===== config.mk =====
export PLATFORM = sky130hd
export DESIGN_NAME = iterative_barrel_derotator
export DESIGN_NICKNAME = d
export VERILOG_FILES = /design/src/rtl/iterative_barrel_derotator.sv
export SDC_FILE = /design/constraint.sdc
export NUM_CORES = 1
export LEC_CHECK = 0
export CAP_MARGIN = 20
export CORE_MARGIN = 5
export CORE_UTILIZATION = 45
export CTS_CLUSTER_SIZE = 12
export DETAILED_ROUTE_END_ITERATION = 16
export GPL_ROUTABILITY_DRIVEN = 0
export PLACE_DENSITY_LB_ADDON = 0.25
export SYNTH_ARGS = -nofsm -noshare
export SYNTH_HDL_FRONTEND = slang
export SYNTH_SLANG_ARGS = --single-unit

===== constraint.sdc =====
create_clock -name clk -period 1.6 [get_ports clk]
set_input_delay 0.4 -clock clk [delete_from_list [all_inputs] [get_ports clk]]
set_output_delay 0.4 -clock clk [all_outputs]
set_load 0.03 [all_outputs]

===== src/rtl/iterative_barrel_derotator.sv =====
// iterative_barrel_derotator
// Undoes the combinational barrel rotator one bit position per clock.
// The encoder rotates right when dir=1 and left when dir=0. This block rotates
// the opposite way the same number of positions, so it recovers the original word.
// WIDTH must equal 2**AMT_W. With that sizing, amt covers every distinct rotation.
module iterative_barrel_derotator #(
    parameter int WIDTH = 8,
    parameter int AMT_W = 3
) (
    input  logic             clk,
    input  logic             rst_n,
    input  logic             in_valid,
    output logic             in_ready,
    input  logic [WIDTH-1:0] data_in,
    input  logic [AMT_W-1:0] amt,
    input  logic             dir,
    output logic             out_valid,
    input  logic             out_ready,
    output logic [WIDTH-1:0] data_out,
    output logic             busy
);

    typedef enum logic [1:0] {
        IDLE  = 2'b00,
        SHIFT = 2'b01,
        DONE  = 2'b10
    } state_t;

    state_t           state;
    logic [WIDTH-1:0] data_q;
    logic [AMT_W-1:0] cnt_q;
    logic             dir_q;

    // The result is read straight from the working register. It holds steady in DONE,
    // and it holds the last result in IDLE.
    assign data_out = data_q;

    // Control FSM with datapath. The handshake outputs are registered alongside the state.
    always_ff @(posedge clk or negedge rst_n) begin
        if (!rst_n) begin
            state     <= IDLE;
            data_q    <= '0;
            cnt_q     <= '0;
            dir_q     <= 1'b0;
            in_ready  <= 1'b1;
            out_valid <= 1'b0;
            busy      <= 1'b0;
        end else begin
            case (state)
                IDLE: begin
                    if (in_valid) begin
                        data_q   <= data_in;
                        cnt_q    <= amt;
                        dir_q    <= dir;
                        in_ready <= 1'b0;
                        busy     <= 1'b1;
                        if (amt == '0) begin
                            state     <= DONE;
                            out_valid <= 1'b1;
                        end else begin
                            state <= SHIFT;
                        end
                    end
                end
                SHIFT: begin
                    // Rotate against the encoder's direction, one position per clock.
                    if (dir_q)
                        data_q <= {data_q[WIDTH-2:0], data_q[WIDTH-1]};
                    else
                        data_q <= {data_q[0], data_q[WIDTH-1:1]};
                    cnt_q <= cnt_q - AMT_W'(1);
                    if (cnt_q == AMT_W'(1)) begin
                        state     <= DONE;
                        out_valid <= 1'b1;
                    end
                end
                DONE: begin
                    if (out_ready) begin
                        state     <= IDLE;
                        out_valid <= 1'b0;
                        busy      <= 1'b0;
                        in_ready  <= 1'b1;
                    end
                end
                default: begin
                    state     <= IDLE;
                    out_valid <= 1'b0;
                    busy      <= 1'b0;
                    in_ready  <= 1'b1;
                end
            endcase
        end
    end

endmodule


==> results of run 1 <==
per-stage QoR:
stage	power [mW]	setup TNS (ps)	util, %
after floorplan	1.900	0	-
after global placement	2.473	-188.9	67.33
after detailed placement	2.552	-302.1	67.33
after CTS	2.700	0	68.01
after global routing	2.901	0	68.01
final	2.691	0	68.01
registers in the layout, summed over array words and instances (netlist names):
register   count
data_out       8
cnt_q          3
state          2
busy           1
dir_q          1
in_ready       1
out_valid      1
worst paths after layout:
check                                         from                       to  slack [ps]  cells after the start
hold reg to reg               in_ready$_DFFE_PN1P_     in_ready$_DFFE_PN1P_         500                      2
max in group asynchronous                    rst_n     in_ready$_DFFE_PN1P_         910                      2
setup / recovery           data_out[7]$_DFFE_PN0P_              data_out[7]          80                      1
setup reg to reg              state[0]$_DFFE_PN0P_  data_out[7]$_DFFE_PN0P_         310                      4
min in group clk              in_ready$_DFFE_PN1P_     in_ready$_DFFE_PN1P_         500                      2
hold / removal                               rst_n  data_out[7]$_DFFE_PN0P_         430                      2
power groups by stage:
| stage | Clock, mW | Combinational (mW) | Sequential (mW) |
|---|---|---|---|
| 6_report | 0.226 | 1.63 | 0.836 |
| 5_1_grt | 0.254 | 1.79 | 0.861 |
| 4_1_cts | 0.234 | 1.63 | 0.831 |
| 3_5_place_dp | 0 | 1.71 | 0.845 |
| 3_3_place_gp | 0 | 1.64 | 0.829 |
| 2_1_floorplan | 0 | 0.876 | 1.02 |
metal layers:
layer,routed length (um),up-vias
li1,-,451
met1,1130,466
met2,1302,26
met3,124,4
met4,22,0
met5,0,-
cell usage after synthesis (all sizes together), types with 4 or more instances:
cell | count | area (um2)
mux2 | 7 | 78.83
inv | 5 | 18.77
nand2b | 4 | 25.02
o22ai | 14 | 87.58
buf | 5 | 27.53
dfrtp | 16 | 400.4
nor2 | 5 | 18.77
a21oi | 14 | 70.07
final cells by class:
cell class,instances,area (um2)
clock buffer,4,26.28
fill,173,646.9
inverter,5,18.77
multi-input combinational,70,496.7
sequential,17,426.7
tap,27,33.78
timing repair buffer,43,372.9
what timing repair did:
item,4_1_cts,5_1_grt
hold endpoints to repair,0,0
setup buffers,0,0
gates resized for setup,10,0
endpoints found under the setup margin,10,0
kinds of logic (layout without fill, tap and decap cells):
logic type | count (synthesis) | count (layout) | synth area share, %
buf+inv | 12 | 52 | 5.507
simple gates | 20 | 20 | 12.04
compound gates | 39 | 39 | 26.12
flops | 17 | 17 | 43.66
fa+ha+maj | 2 | 2 | 2.560
mux | 9 | 9 | 10.12
==> reports/summary.txt, run 1 <==
Max_slew headroom -> 72.73%
Sequential power share -> 31.0%
Critical-path cell list -> dlygate4sd2_1
Max Clock Freq -> 656.7 MHz
I/O pins -> 27
Dpl cell area -> 0.001361 mm2
Mean Syn Cell Area -> 9.871 um2
Yosys warnings -> 0
Die area -> 0.003204 mm2
Met2 Resource Use GR -> 29.37%
Root buffer cell -> clkbuf_4
Hold Vio Cnt, Final -> 0
Post-route ant nets -> 0
Synthesized instance count -> 99
DRC -> 0
Status -> completed
Min Clock Period, post-route -> 1523 ps
WL/cell -> 15.53 um
Worst-Margin Slew -> 409.0 ps
Initial antenna violation count -> 0
Worst Skew -> 5.969 ps
GRT Overall Usage -> 17.45%
Met1 usage in global routing -> 22.87%
Routed WL -> 2578 um
Starting Density -> 48.33%
PwrDens -> 1957 mW/mm2
Pin count of the biggest net entering global routing -> 18
Vias -> 947
Clock transition at path regs -> 100 ps
Die Span Y -> 56.60 um
Post-synth cell types -> 28
Placed insts -> 162
Crit path max-delay cell type -> dfrtp_1
M3 GR Usage -> 3.211%
Final instance area -> 0.001375 mm2
Synth-to-layout area growth -> 40.72%
HPWL after detailed placement -> 2054 um
Mapped Area -> 977.2 um2
Fin cells -> 166
Register area share after synthesis -> 43.66%
H-tree depth -> 1
WS Path Type -> reg2out
Die W -> 56.60 um
Crit Path Max Fanout -> 4
N_diodes -> 0
Comb power frac -> 60.5%
Nets@finish -> 158
Pre-CTS setup slack -> -110.6 ps
Psw -> 1.208 mW
Yosys reg bits -> 17
Vias/cell -> 5.705
Global-route wire length before repair -> 4560 um
Worst IR Drop VDD -> 0.001019 V
Post-route clock period utilization -> 95.17%
Vias in the first global route -> 1010
Sw Share -> 44.89%
CTS Buffer Depth -> 2
Clock latency at the later pin of the worst-skew pair -> 280 ps
Clock power frac -> 8.4%
CP Launch Type -> flop
# clock sinks -> 17
CP Capture Type -> output pin
Critical path's top delay family -> flip-flops
Buffers and inverters on the worst path -> 1
Cts-stage hold buffer count -> 0
Pins Over Slew Limit -> 0
Drt pass-1 iters -> 4
Core Rows -> 16
Worst path max stage delay -> 420 ps
Leakage -> 0.5600 nW
Final setup violation count -> 0
Unrepaired setup endpoints after global routing -> false
Most frequent cells in the layout -> buf_4 (18), dfrtp_1 (16), clkdlybuf4s50_1 (15)
WHS -> 432.5 ps
Initial DRC count -> 11
Max_cap viols -> 0
Grt total ovfl -> 0
Final WS setup -> 77.28 ps
Layout cells sized above 1 -> 23.74%
Ys async rst share -> 100.0%
Critical Path RT -> 1200 ps
CTS Buf Count -> 3
Worst EP arrival -> 1120 ps
Most common cell after layout, fill and taps aside -> buf_4
Post-synth EDFFs -> 0
Core area -> 0.002022 mm2
Most used flip-flop cell after synthesis -> dfrtp_1
Hold WC Path Type -> in2async
Int Power -> 1.483 mW
Gr busiest metal -> met2
Buffers on Ports -> 26
Post-Syn Nets -> 117
CTS tree -> built
Power figures use the tool's default switching activity.
==> run 2: changes to the inputs <==
Settings changed: CTS_CLUSTER_DIAMETER set to 60, SLEW_MARGIN set to 20.
==> results of run 2 <==
No change in the layout: final DEF, timing and power equal those of run 1.
==> run 3: changes to the inputs <==
Settings changed: SLEW_MARGIN 20 to unset.
==> results of run 3 <==
No change in the layout: final DEF, timing and power equal those of run 1.
